$ cat src/rtl/axi_lite_arbiter_2to1_if.sv
// rtl/axi_lite_arbiter_2to1_if.sv - AXI-Lite channel bundle used on both sides of the 2:1 arbiter
interface axi_lite_if #(
    parameter int ADDR_W = 32,
    parameter int DATA_W = 32
);
    logic [ADDR_W-1:0]   awaddr;
    logic                awvalid;
    logic                awready;
    logic [DATA_W-1:0]   wdata;
    logic [DATA_W/8-1:0] wstrb;
    logic                wvalid;
    logic                wready;
    logic [1:0]          bresp;
    logic                bvalid;
    logic                bready;
    logic [ADDR_W-1:0]   araddr;
    logic                arvalid;
    logic                arready;
    logic [DATA_W-1:0]   rdata;
    logic [1:0]          rresp;
    logic                rvalid;
    logic                rready;

    modport master (
        output awaddr, awvalid, wdata, wstrb, wvalid, bready, araddr, arvalid, rready,
        input  awready, wready, bresp, bvalid, arready, rdata, rresp, rvalid
    );
    modport slave (
        input  awaddr, awvalid, wdata, wstrb, wvalid, bready, araddr, arvalid, rready,
        output awready, wready, bresp, bvalid, arready, rdata, rresp, rvalid
    );
endinterface

$ cat src/rtl/axi_lite_arbiter_2to1.sv
// rtl/axi_lite_arbiter_2to1.sv - whole-transaction 2:1 AXI-Lite arbiter with grant status and per-master counters
module axi_lite_arbiter_2to1 #(
    parameter int ARB_MODE = 0,
    parameter int CNT_W    = 16
) (
    input  logic             aclk,
    input  logic             areset_n,
    axi_lite_if.slave        s0_axi,
    axi_lite_if.slave        s1_axi,
    axi_lite_if.master       m_axi,
    output logic [1:0]       grant,
    output logic             busy,
    output logic [CNT_W-1:0] m0_cnt,
    output logic [CNT_W-1:0] m1_cnt
);
    typedef enum logic [2:0] {IDLE, RD_ADDR, RD_DATA, WR_ADDR, WR_DATA, WR_RESP} state_t;

    state_t           state_q, state_d;
    logic             owner_q, owner_d;
    logic             rr_q, rr_d;
    logic [CNT_W-1:0] m0_cnt_q, m0_cnt_d, m1_cnt_q, m1_cnt_d;
    logic             req0, req1, sel, done;
    logic             st_ar, st_r, st_aw, st_w, st_b;
    logic             o_arvalid, o_awvalid, o_wvalid, o_rready, o_bready;

    assign req0 = s0_axi.arvalid | s0_axi.awvalid;
    assign req1 = s1_axi.arvalid | s1_axi.awvalid;

    assign st_ar = (state_q == RD_ADDR);
    assign st_r  = (state_q == RD_DATA);
    assign st_aw = (state_q == WR_ADDR);
    assign st_w  = (state_q == WR_DATA);
    assign st_b  = (state_q == WR_RESP);

    assign o_arvalid = owner_q ? s1_axi.arvalid : s0_axi.arvalid;
    assign o_awvalid = owner_q ? s1_axi.awvalid : s0_axi.awvalid;
    assign o_wvalid  = owner_q ? s1_axi.wvalid  : s0_axi.wvalid;
    assign o_rready  = owner_q ? s1_axi.rready  : s0_axi.rready;
    assign o_bready  = owner_q ? s1_axi.bready  : s0_axi.bready;

    // Payloads always follow the owner; only the handshake signals are state-gated.
    assign m_axi.araddr  = owner_q ? s1_axi.araddr : s0_axi.araddr;
    assign m_axi.awaddr  = owner_q ? s1_axi.awaddr : s0_axi.awaddr;
    assign m_axi.wdata   = owner_q ? s1_axi.wdata  : s0_axi.wdata;
    assign m_axi.wstrb   = owner_q ? s1_axi.wstrb  : s0_axi.wstrb;
    assign m_axi.arvalid = st_ar & o_arvalid;
    assign m_axi.awvalid = st_aw & o_awvalid;
    assign m_axi.wvalid  = st_w  & o_wvalid;
    assign m_axi.rready  = st_r  & o_rready;
    assign m_axi.bready  = st_b  & o_bready;

    assign s0_axi.arready = st_ar & ~owner_q & m_axi.arready;
    assign s0_axi.awready = st_aw & ~owner_q & m_axi.awready;
    assign s0_axi.wready  = st_w  & ~owner_q & m_axi.wready;
    assign s0_axi.rvalid  = st_r  & ~owner_q & m_axi.rvalid;
    assign s0_axi.bvalid  = st_b  & ~owner_q & m_axi.bvalid;
    assign s0_axi.rdata   = m_axi.rdata;
    assign s0_axi.rresp   = m_axi.rresp;
    assign s0_axi.bresp   = m_axi.bresp;

    assign s1_axi.arready = st_ar & owner_q & m_axi.arready;
    assign s1_axi.awready = st_aw & owner_q & m_axi.awready;
    assign s1_axi.wready  = st_w  & owner_q & m_axi.wready;
    assign s1_axi.rvalid  = st_r  & owner_q & m_axi.rvalid;
    assign s1_axi.bvalid  = st_b  & owner_q & m_axi.bvalid;
    assign s1_axi.rdata   = m_axi.rdata;
    assign s1_axi.rresp   = m_axi.rresp;
    assign s1_axi.bresp   = m_axi.bresp;

    assign done = (st_r & m_axi.rvalid & m_axi.rready) | (st_b & m_axi.bvalid & m_axi.bready);

    always_comb begin
        state_d  = state_q;
        owner_d  = owner_q;
        rr_d     = rr_q;
        m0_cnt_d = m0_cnt_q;
        m1_cnt_d = m1_cnt_q;
        sel      = 1'b0;
        // rr_q names the master that wins a tie in round-robin mode
        if (ARB_MODE == 1) begin
            sel = ~req0;
        end else if (req0 & req1) begin
            sel = rr_q;
        end else begin
            sel = req1;
        end
        case (state_q)
            IDLE: begin
                if (req0 | req1) begin
                    owner_d = sel;
                    state_d = (sel ? s1_axi.arvalid : s0_axi.arvalid) ? RD_ADDR : WR_ADDR;
                end
            end
            RD_ADDR: if (m_axi.arvalid & m_axi.arready) state_d = RD_DATA;
            RD_DATA: if (done) state_d = IDLE;
            WR_ADDR: if (m_axi.awvalid & m_axi.awready) state_d = WR_DATA;
            WR_DATA: if (m_axi.wvalid & m_axi.wready) state_d = WR_RESP;
            WR_RESP: if (done) state_d = IDLE;
            default: state_d = IDLE;
        endcase
        if (done) begin
            rr_d = ~owner_q;
            if (!owner_q && (m0_cnt_q != {CNT_W{1'b1}})) m0_cnt_d = m0_cnt_q + {{(CNT_W-1){1'b0}}, 1'b1};
            if (owner_q && (m1_cnt_q != {CNT_W{1'b1}}))  m1_cnt_d = m1_cnt_q + {{(CNT_W-1){1'b0}}, 1'b1};
        end
    end

    always_ff @(posedge aclk or negedge areset_n) begin
        if (!areset_n) begin
            state_q  <= IDLE;
            owner_q  <= 1'b0;
            rr_q     <= 1'b0;
            m0_cnt_q <= '0;
            m1_cnt_q <= '0;
        end else begin
            state_q  <= state_d;
            owner_q  <= owner_d;
            rr_q     <= rr_d;
            m0_cnt_q <= m0_cnt_d;
            m1_cnt_q <= m1_cnt_d;
        end
    end

    assign busy   = (state_q != IDLE);
    assign grant  = busy ? (owner_q ? 2'b10 : 2'b01) : 2'b00;
    assign m0_cnt = m0_cnt_q;
    assign m1_cnt = m1_cnt_q;
endmodule

$ cat src/flat_wrapper.sv
// flat-port wrapper written by rule: the top's interface ports become plain ports
module axi_lite_arbiter_2to1_flat 
#(
    parameter int ARB_MODE = 0,
    parameter int CNT_W    = 16
)
  (aclk, areset_n, grant, busy, m0_cnt, m1_cnt, s0_axi_awaddr, s0_axi_awvalid, s0_axi_wdata, s0_axi_wstrb, s0_axi_wvalid, s0_axi_bready, s0_axi_araddr, s0_axi_arvalid, s0_axi_rready, s0_axi_awready, s0_axi_wready, s0_axi_bresp, s0_axi_bvalid, s0_axi_arready, s0_axi_rdata, s0_axi_rresp, s0_axi_rvalid, s1_axi_awaddr, s1_axi_awvalid, s1_axi_wdata, s1_axi_wstrb, s1_axi_wvalid, s1_axi_bready, s1_axi_araddr, s1_axi_arvalid, s1_axi_rready, s1_axi_awready, s1_axi_wready, s1_axi_bresp, s1_axi_bvalid, s1_axi_arready, s1_axi_rdata, s1_axi_rresp, s1_axi_rvalid, m_axi_awaddr, m_axi_awvalid, m_axi_wdata, m_axi_wstrb, m_axi_wvalid, m_axi_bready, m_axi_araddr, m_axi_arvalid, m_axi_rready, m_axi_awready, m_axi_wready, m_axi_bresp, m_axi_bvalid, m_axi_arready, m_axi_rdata, m_axi_rresp, m_axi_rvalid);
  axi_lite_if s0_axi_i ();
  axi_lite_if s1_axi_i ();
  axi_lite_if m_axi_i ();
  input  logic aclk;
  input  logic areset_n;
  output logic [1:0] grant;
  output logic busy;
  output logic [CNT_W-1:0] m0_cnt;
  output logic [CNT_W-1:0] m1_cnt;
  input wire logic [$bits(s0_axi_i.awaddr)-1:0] s0_axi_awaddr;
  input wire logic [$bits(s0_axi_i.awvalid)-1:0] s0_axi_awvalid;
  input wire logic [$bits(s0_axi_i.wdata)-1:0] s0_axi_wdata;
  input wire logic [$bits(s0_axi_i.wstrb)-1:0] s0_axi_wstrb;
  input wire logic [$bits(s0_axi_i.wvalid)-1:0] s0_axi_wvalid;
  input wire logic [$bits(s0_axi_i.bready)-1:0] s0_axi_bready;
  input wire logic [$bits(s0_axi_i.araddr)-1:0] s0_axi_araddr;
  input wire logic [$bits(s0_axi_i.arvalid)-1:0] s0_axi_arvalid;
  input wire logic [$bits(s0_axi_i.rready)-1:0] s0_axi_rready;
  output wire logic [$bits(s0_axi_i.awready)-1:0] s0_axi_awready;
  output wire logic [$bits(s0_axi_i.wready)-1:0] s0_axi_wready;
  output wire logic [$bits(s0_axi_i.bresp)-1:0] s0_axi_bresp;
  output wire logic [$bits(s0_axi_i.bvalid)-1:0] s0_axi_bvalid;
  output wire logic [$bits(s0_axi_i.arready)-1:0] s0_axi_arready;
  output wire logic [$bits(s0_axi_i.rdata)-1:0] s0_axi_rdata;
  output wire logic [$bits(s0_axi_i.rresp)-1:0] s0_axi_rresp;
  output wire logic [$bits(s0_axi_i.rvalid)-1:0] s0_axi_rvalid;
  input wire logic [$bits(s1_axi_i.awaddr)-1:0] s1_axi_awaddr;
  input wire logic [$bits(s1_axi_i.awvalid)-1:0] s1_axi_awvalid;
  input wire logic [$bits(s1_axi_i.wdata)-1:0] s1_axi_wdata;
  input wire logic [$bits(s1_axi_i.wstrb)-1:0] s1_axi_wstrb;
  input wire logic [$bits(s1_axi_i.wvalid)-1:0] s1_axi_wvalid;
  input wire logic [$bits(s1_axi_i.bready)-1:0] s1_axi_bready;
  input wire logic [$bits(s1_axi_i.araddr)-1:0] s1_axi_araddr;
  input wire logic [$bits(s1_axi_i.arvalid)-1:0] s1_axi_arvalid;
  input wire logic [$bits(s1_axi_i.rready)-1:0] s1_axi_rready;
  output wire logic [$bits(s1_axi_i.awready)-1:0] s1_axi_awready;
  output wire logic [$bits(s1_axi_i.wready)-1:0] s1_axi_wready;
  output wire logic [$bits(s1_axi_i.bresp)-1:0] s1_axi_bresp;
  output wire logic [$bits(s1_axi_i.bvalid)-1:0] s1_axi_bvalid;
  output wire logic [$bits(s1_axi_i.arready)-1:0] s1_axi_arready;
  output wire logic [$bits(s1_axi_i.rdata)-1:0] s1_axi_rdata;
  output wire logic [$bits(s1_axi_i.rresp)-1:0] s1_axi_rresp;
  output wire logic [$bits(s1_axi_i.rvalid)-1:0] s1_axi_rvalid;
  output wire logic [$bits(m_axi_i.awaddr)-1:0] m_axi_awaddr;
  output wire logic [$bits(m_axi_i.awvalid)-1:0] m_axi_awvalid;
  output wire logic [$bits(m_axi_i.wdata)-1:0] m_axi_wdata;
  output wire logic [$bits(m_axi_i.wstrb)-1:0] m_axi_wstrb;
  output wire logic [$bits(m_axi_i.wvalid)-1:0] m_axi_wvalid;
  output wire logic [$bits(m_axi_i.bready)-1:0] m_axi_bready;
  output wire logic [$bits(m_axi_i.araddr)-1:0] m_axi_araddr;
  output wire logic [$bits(m_axi_i.arvalid)-1:0] m_axi_arvalid;
  output wire logic [$bits(m_axi_i.rready)-1:0] m_axi_rready;
  input wire logic [$bits(m_axi_i.awready)-1:0] m_axi_awready;
  input wire logic [$bits(m_axi_i.wready)-1:0] m_axi_wready;
  input wire logic [$bits(m_axi_i.bresp)-1:0] m_axi_bresp;
  input wire logic [$bits(m_axi_i.bvalid)-1:0] m_axi_bvalid;
  input wire logic [$bits(m_axi_i.arready)-1:0] m_axi_arready;
  input wire logic [$bits(m_axi_i.rdata)-1:0] m_axi_rdata;
  input wire logic [$bits(m_axi_i.rresp)-1:0] m_axi_rresp;
  input wire logic [$bits(m_axi_i.rvalid)-1:0] m_axi_rvalid;
  assign s0_axi_i.awaddr = s0_axi_awaddr;
  assign s0_axi_i.awvalid = s0_axi_awvalid;
  assign s0_axi_i.wdata = s0_axi_wdata;
  assign s0_axi_i.wstrb = s0_axi_wstrb;
  assign s0_axi_i.wvalid = s0_axi_wvalid;
  assign s0_axi_i.bready = s0_axi_bready;
  assign s0_axi_i.araddr = s0_axi_araddr;
  assign s0_axi_i.arvalid = s0_axi_arvalid;
  assign s0_axi_i.rready = s0_axi_rready;
  assign s0_axi_awready = s0_axi_i.awready;
  assign s0_axi_wready = s0_axi_i.wready;
  assign s0_axi_bresp = s0_axi_i.bresp;
  assign s0_axi_bvalid = s0_axi_i.bvalid;
  assign s0_axi_arready = s0_axi_i.arready;
  assign s0_axi_rdata = s0_axi_i.rdata;
  assign s0_axi_rresp = s0_axi_i.rresp;
  assign s0_axi_rvalid = s0_axi_i.rvalid;
  assign s1_axi_i.awaddr = s1_axi_awaddr;
  assign s1_axi_i.awvalid = s1_axi_awvalid;
  assign s1_axi_i.wdata = s1_axi_wdata;
  assign s1_axi_i.wstrb = s1_axi_wstrb;
  assign s1_axi_i.wvalid = s1_axi_wvalid;
  assign s1_axi_i.bready = s1_axi_bready;
  assign s1_axi_i.araddr = s1_axi_araddr;
  assign s1_axi_i.arvalid = s1_axi_arvalid;
  assign s1_axi_i.rready = s1_axi_rready;
  assign s1_axi_awready = s1_axi_i.awready;
  assign s1_axi_wready = s1_axi_i.wready;
  assign s1_axi_bresp = s1_axi_i.bresp;
  assign s1_axi_bvalid = s1_axi_i.bvalid;
  assign s1_axi_arready = s1_axi_i.arready;
  assign s1_axi_rdata = s1_axi_i.rdata;
  assign s1_axi_rresp = s1_axi_i.rresp;
  assign s1_axi_rvalid = s1_axi_i.rvalid;
  assign m_axi_awaddr = m_axi_i.awaddr;
  assign m_axi_awvalid = m_axi_i.awvalid;
  assign m_axi_wdata = m_axi_i.wdata;
  assign m_axi_wstrb = m_axi_i.wstrb;
  assign m_axi_wvalid = m_axi_i.wvalid;
  assign m_axi_bready = m_axi_i.bready;
  assign m_axi_araddr = m_axi_i.araddr;
  assign m_axi_arvalid = m_axi_i.arvalid;
  assign m_axi_rready = m_axi_i.rready;
  assign m_axi_i.awready = m_axi_awready;
  assign m_axi_i.wready = m_axi_wready;
  assign m_axi_i.bresp = m_axi_bresp;
  assign m_axi_i.bvalid = m_axi_bvalid;
  assign m_axi_i.arready = m_axi_arready;
  assign m_axi_i.rdata = m_axi_rdata;
  assign m_axi_i.rresp = m_axi_rresp;
  assign m_axi_i.rvalid = m_axi_rvalid;
  axi_lite_arbiter_2to1 #(.ARB_MODE(ARB_MODE), .CNT_W(CNT_W)) u_core (.aclk(aclk), .areset_n(areset_n), .s0_axi(s0_axi_i), .s1_axi(s1_axi_i), .m_axi(m_axi_i), .grant(grant), .busy(busy), .m0_cnt(m0_cnt), .m1_cnt(m1_cnt));
endmodule
$ cat config.mk
export PLATFORM = sky130hd
export DESIGN_NAME = axi_lite_arbiter_2to1_flat
export DESIGN_NICKNAME = d
export VERILOG_FILES = /design/src/rtl/axi_lite_arbiter_2to1_if.sv /design/src/rtl/axi_lite_arbiter_2to1.sv /design/src/flat_wrapper.sv
export SDC_FILE = /design/constraint.sdc
export NUM_CORES = 1
export LEC_CHECK = 0
export CAP_MARGIN = 20
export CORE_AREA = 2 2 184 186
export DETAILED_ROUTE_END_ITERATION = 6
export DIE_AREA = 0 0 186 188
export SYNTH_ARGS = -nofsm -noshare
export SYNTH_HDL_FRONTEND = slang
export SYNTH_SLANG_ARGS = --single-unit
$ cat constraint.sdc
create_clock -name aclk -period 5.6 [get_ports aclk]
set_input_delay 1.12 -clock aclk [delete_from_list [all_inputs] [get_ports aclk]]
set_output_delay 1.12 -clock aclk [all_outputs]
set_load 0.01 [all_outputs]
==> results of run 1 <==
==> through the flow <==
step / instance area [µm²] / power, W / hold WS, ps
floorplan: 3870 / 0.00119 / 525
global placement: 7490 / 0.00194 / 504
detailed placement: 7490 / 0.00194 / 506
CTS: 7670 / 0.00231 / 523
global route: 7670 / 0.00241 / 541
finish: 7670 / 0.00226 / 514
==> kinds of logic (layout without fill, tap and decap cells) <==
group	after synthesis	in the layout	synth area share (%)
buffers and inverters	102	387	17.4
AND/OR/NAND/NOR	116	116	16.0
AO/OA/AOI/OAI	22	22	4.23
adder cells (fa/ha/maj)	2	2	0.646
multiplexers	111	111	32.2
XOR/XNOR	25	25	5.65
flip-flops	37	37	23.9
==> synth_stat cells, types with 2 or more instances <==
| master | number |
|---|---|
| a21oi_1 | 8 |
| and2_1 | 3 |
| and3_1 | 6 |
| and4_1 | 3 |
| buf_1 | 4 |
| buf_2 | 9 |
| buf_4 | 73 |
| clkbuf_1 | 4 |
| dfrtp_1 | 37 |
| ha_1 | 2 |
| inv_1 | 11 |
| mux2_2 | 104 |
| mux2i_1 | 6 |
| nand2_1 | 27 |
| nand2b_1 | 2 |
| nand3_1 | 13 |
| nand4_1 | 7 |
| nor2_1 | 19 |
| nor3_1 | 14 |
| nor3_2 | 2 |
| nor4_1 | 8 |
| o21ai_0 | 4 |
| or3_1 | 2 |
| xnor2_1 | 16 |
| xor2_1 | 9 |
==> power by group through the flow <==
stage	Clock, W	Combinational [W]	Sequential, W
after floorplan	0	0.000846	0.000340
after global placement	0	0.00151	0.000430
after detailed placement	0	0.00151	0.000429
after CTS	0.000366	0.00152	0.000424
after global routing	0.000376	0.00160	0.000434
final	0.000351	0.00149	0.000420
==> metal layers <==
layer	GRT usage (%)	vias to the layer above	wire length, µm
li1	-	1961	-
met1	8.90	1892	5930
met2	20.5	304	10400
met3	3.50	37	2180
met4	1.91	4	299
met5	0	-	22
==> worst paths after layout <==
kind | startpoint | endpoint | cells past startpoint
setup reg to reg | u_core.owner_q$_DFFE_PN0P_ | u_core.m1_cnt[13]$_DFFE_PN0P_ | 5
max in group asynchronous | areset_n | u_core.owner_q$_DFFE_PN0P_ | 1
hold / removal | u_core.m1_cnt[2]$_DFFE_PN0P_ | u_core.m1_cnt[2]$_DFFE_PN0P_ | 1
min in group asynchronous | areset_n | u_core.m0_cnt[2]$_DFFE_PN0P_ | 1
hold reg to reg | u_core.m1_cnt[2]$_DFFE_PN0P_ | u_core.m1_cnt[2]$_DFFE_PN0P_ | 1
setup / recovery | s0_axi_awvalid | m_axi_awvalid | 4
==> worst max-delay path: stages <==
cell             delay [ps]
clkdlybuf4s50_1         500
mux2i_1                 100
nor3_1                  420
clkdlybuf4s50_1         620
==> sequential cells by signal, summed over array words and instances, names as in the netlist <==
name            count
u_core.m0_cnt      16
u_core.m1_cnt      16
u_core.owner_q      1
u_core.rr_q         1
u_core.state_q      3
==> final cells by class <==
type                       instances  area (µm²)
clock buffer                       6         139
multi-input combinational        276        2270
tap                              448         561
inverter                          11        41.3
clock inverter                     2        37.5
timing repair buffer             368        3690
fill                            3600       25400
sequential                        37         930
==> results.txt, run 1 <==
Result of the run = complete, no violations
Switching share of power = 36.4%
Root cell of the clock tree = clkbuf_16
Post-synthesis cell area = 3870 µm²
Top Ports = 475
Sequential cell area fraction in the yosys report = 23.9%
Final hold viol count = 0
WL final = 18800 µm
Fmax achieved = 0.257 GHz
Flip-flop and latch count after synthesis = 37
Final setup fails = 0
Max-slew violation count = 0
IO buf count = 366
Biggest area consumer among synthesized cells = mux2_2
Number of DRC violations after detailed-routing iteration 0 = 119
Post-CTS setup repair buffer count = 0
Net switching power = 0.000823 W
Synthesized instance count = 415
Sort of element at the end of the critical path = output port
Clock tree from TritonCTS = yes
Detail-routed net length per standard cell = 16.4 µm
Transition time of the tightest slew-check pin = 908 ps
Chip Height = 188 µm
Starting density of the core = 11.7%
Post-layout min period = 3890 ps
Number of distinct library cells after synthesis = 47
Share of the clock period used by the worst path = 69.4%
Antenna violations before repair = 5
Type of the tightest min-delay check = reg -> reg
Data required time at the worst endpoint = 4480 ps
Post-detailed-route via-to-cell ratio = 3.66
Clock insertion delay at the later pin of the skew report = 290 ps
Static Leakage = 2.82 nW
Worst setup SP type = primary input
Share of final-layout standard cells stronger than drive strength 1 = 18.0%
Vias in the first global route = 4271
Maximum number of pins on one net before global-route repair = 59
Category of the most critical setup path = in -> out
Register clock-pin slew on the reported worst setup and hold paths = 60 ps
Wire length of the first global-routing pass = 25300 µm
Most frequent cells in the layout = clkdlybuf4s50_1, mux2_2, dfrtp_1
Final standard cell utilization of the core = 23.2%
Total Die Area = 35000 µm²
Final routed DRC violation total = 0
Number of synthesized flops with an enable pin = 0
Core outline area = 33100 µm²
Num Clock Sinks = 37
Area contributors post-synth = mux2_2, dfrtp_1, buf_4
Max Buffers Root-to-Sink = 2
Worst voltage drop across the vdd grid = 0.104 mV
Post-synthesis average cell area = 9.33 µm²
Final sum of negative setup slack = 0 ps
Synthesized netlist net count = 670
Total routing resource utilization after global routing = 9.89%
R2R Setup Slk = 3200 ps
Unrepaired setup endpoints after global routing = no
Number of optimization iterations in the first detailed-route pass = 4
Final instance count without filler cells = 1148
Combinational share of power = 65.9%
Fraction of registers with async set or reset after synthesis = 100%
Placer congestion estimate = 0.760
Number of instances resized during post-cts repair = 0
Level count of the clock H-tree = 2
CTS Hold Bufs = 0
Antenna cells = 0
Die Width = 186 µm
Total half-perimeter wirelength after legalization and detailed placement = 16200 µm
Most common cell after layout, fill and taps aside = clkdlybuf4s50_1
Smallest setup slack after layout = 1710 ps
CP arrival = 2770 ps
Number of vias after detailed routing = 4198
Layout area overhead = 97.9%
Largest clock skew in the final design = 6.55 ps
Power density over the cells = 295 nW/µm²
Number of warning messages in the yosys log = 0
Inst Count DP = 1140
Maximum capacitance violations = 0
Total internal power = 0.00144 W
Number of nets still failing antenna checks after routing = 0
Power share of the sequential group = 18.6%
Number of buffers added by the clock tree synthesis step = 5
Ys flop type = dfrtp_1
Overflow after GRT = 0
Layout net count = 954
Cell row count = 67
Yosys top cell area share = 30.2%
Max_slew headroom = 39.4%
Setup slack at placement = 1720 ps
Clock group share of total power = 15.5%
Crit Path Max Fanout = 3
Power figures use the tool's default switching activity.
==> inputs of run 2 (changes only) <==
CORE_AREA = 2 2 185 187   (was 2 2 184 186)
DIE_AREA = 0 0 187 189   (was 0 0 186 188)
clock period = 3.96 ns   (was 5.6 ns; I/O delays follow)
==> results.txt, run 2 (synthesized netlist as in run 1, its figures left out) <==
Result of the run = complete, no violations
Static Leakage = 2.81 nW
Unrepaired setup endpoints after global routing = no
Switching share of power = 36.6%
Maximum number of pins on one net before global-route repair = 68
Most common cell after layout, fill and taps aside = clkdlybuf4s50_1
Fmax achieved = 0.309 GHz
Type of the tightest min-delay check = reg -> reg
Sequential cell area = 930 µm²
Net switching power = 0.00114 W
Placer congestion estimate = 0.808
Max_slew headroom = 40.2%
Power density over the cells = 406 nW/µm²
Layout area overhead = 97.3%
Clock insertion delay at the later pin of the skew report = 280 ps
Final setup fails = 0
Met1 usage in global routing = 9.97%
Share of final-layout standard cells stronger than drive strength 1 = 17.9%
Largest clock skew in the final design = 4.71 ps
Maximum capacitance violations = 0
Most frequent cells in the layout = clkdlybuf4s50_1, mux2_2, dfrtp_1
Number of fillers in the final layout = 3630
Num Clock Sinks = 37
Sort of element at the end of the critical path = output port
Number of optimization iterations in the first detailed-route pass = 4
Data required time at the worst endpoint = 3170 ps
Max Buffers Root-to-Sink = 2
Total power of the final layout = 0.00311 W
Die Width = 187 µm
Core outline area = 33300 µm²
Category of the most critical setup path = in -> out
Area of the multi-input gates = 2270 µm²
Post-detailed-route via-to-cell ratio = 3.65
Starting density of the core = 11.6%
Crit Path Max Fanout = 2
Number of DRC violations after detailed-routing iteration 0 = 96
Total internal power = 0.00197 W
GR Util met2 = 19.4%
Max-slew violation count = 0
Top Ports = 475
CP arrival = 2440 ps
Number of nets still failing antenna checks after routing = 0
Combinational share of power = 68.9%
Number of instances resized during post-cts repair = 0
Final routed DRC violation total = 0
Worst voltage drop across the vdd grid = 0.222 mV
Chip Height = 189 µm
Total half-perimeter wirelength after legalization and detailed placement = 16100 µm
Clock tree from TritonCTS = yes
Transition time of the tightest slew-check pin = 898 ps
Layout net count = 954
Power share of the sequential group = 17.9%
IO buf count = 366
Post-layout min period = 3230 ps
Vias in the first global route = 4455
WL final = 18600 µm
Grt met3 use = 3.63%
Cell row count = 67
Antenna violations before repair = 3
Level count of the clock H-tree = 2
Number of vias after detailed routing = 4190
Clock group share of total power = 13.3%
Final sum of negative setup slack = 0 ps
Wire length of the first global-routing pass = 26900 µm
Register clock-pin slew on the reported worst setup and hold paths = 60 ps
Worst setup SP type = primary input
Detail-routed net length per standard cell = 16.2 µm
CTS Hold Bufs = 0
Post-CTS setup repair buffer count = 0
Total Die Area = 35300 µm²
Overflow after GRT = 0
Root cell of the clock tree = clkbuf_16
Total routing resource utilization after global routing = 10.1%
Number of buffers added by the clock tree synthesis step = 5
Final hold viol count = 0
Share of the clock period used by the worst path = 81.6%
Global routing's busiest layer = met2
run 2: critical path, cell delays in order:
cell	delay [ps]
clkdlybuf4s50_1	480
mux2i_1	150
nor4_1	390
clkdlybuf4s50_1	630
run 2: stage by stage:
step / util (%) / hold WS [ps] / instance area (µm²) / std cells / setup WS [ps]
6_report: 23.0 / 518 / 7640 / 1149 / 727
5_1_grt: 22.9 / 548 / 7640 / 1147 / 454
4_1_cts: 22.9 / 522 / 7640 / 1147 / 549
3_5_place_dp: 22.5 / 509 / 7490 / 1140 / 549
3_3_place_gp: 22.5 / 508 / 7490 / 1140 / 521
2_1_floorplan: - / 496 / 3870 / 415 / 1660
run 2: cell type report:
type	instances	area share [%]
antenna	2	0.0655
clock buffer	6	1.82
clock inverter	1	0.0982
inverter	11	0.540
multi-input combinational	276	29.7
sequential	37	12.2
tap	448	7.34
timing repair buffer	368	48.2
run 2: final timing paths:
kind                                          startpoint                            end  slack, ps  depth (start not counted)
max                                        s0_axi_rready                   m_axi_rready        730                          4
min                        u_core.m0_cnt[13]$_DFFE_PN0P_  u_core.m0_cnt[13]$_DFFE_PN0P_        520                          1
min reg2reg                u_core.m0_cnt[13]$_DFFE_PN0P_  u_core.m0_cnt[13]$_DFFE_PN0P_        520                          1
max in group asynchronous                       areset_n     u_core.owner_q$_DFFE_PN0P_       2660                          1
max reg2reg                u_core.state_q[2]$_DFFE_PN0P_  u_core.m1_cnt[14]$_DFFE_PN0P_       1630                          5
min in group asynchronous                       areset_n   u_core.m0_cnt[0]$_DFFE_PN0P_        630                          1
run 2: power by group through the flow:
| stage | sequential, W | combinational [W] | clock [W] |
|---|---|---|---|
| after global routing | 0.000568 | 0.00229 | 0.000450 |
| after floorplan | 0.000481 | 0.00120 | 0 |
| after CTS | 0.000554 | 0.00217 | 0.000439 |
| after global placement | 0.000562 | 0.00216 | 0 |
| final | 0.000555 | 0.00214 | 0.000412 |
| after detailed placement | 0.000561 | 0.00216 | 0 |
run 2: metal layers:
layer  routed length, µm  vias up
li1                    -     1957
met5                  27        -
met1                6510     1922
met3                1770       36
met2                9930      271
met4                 384        4
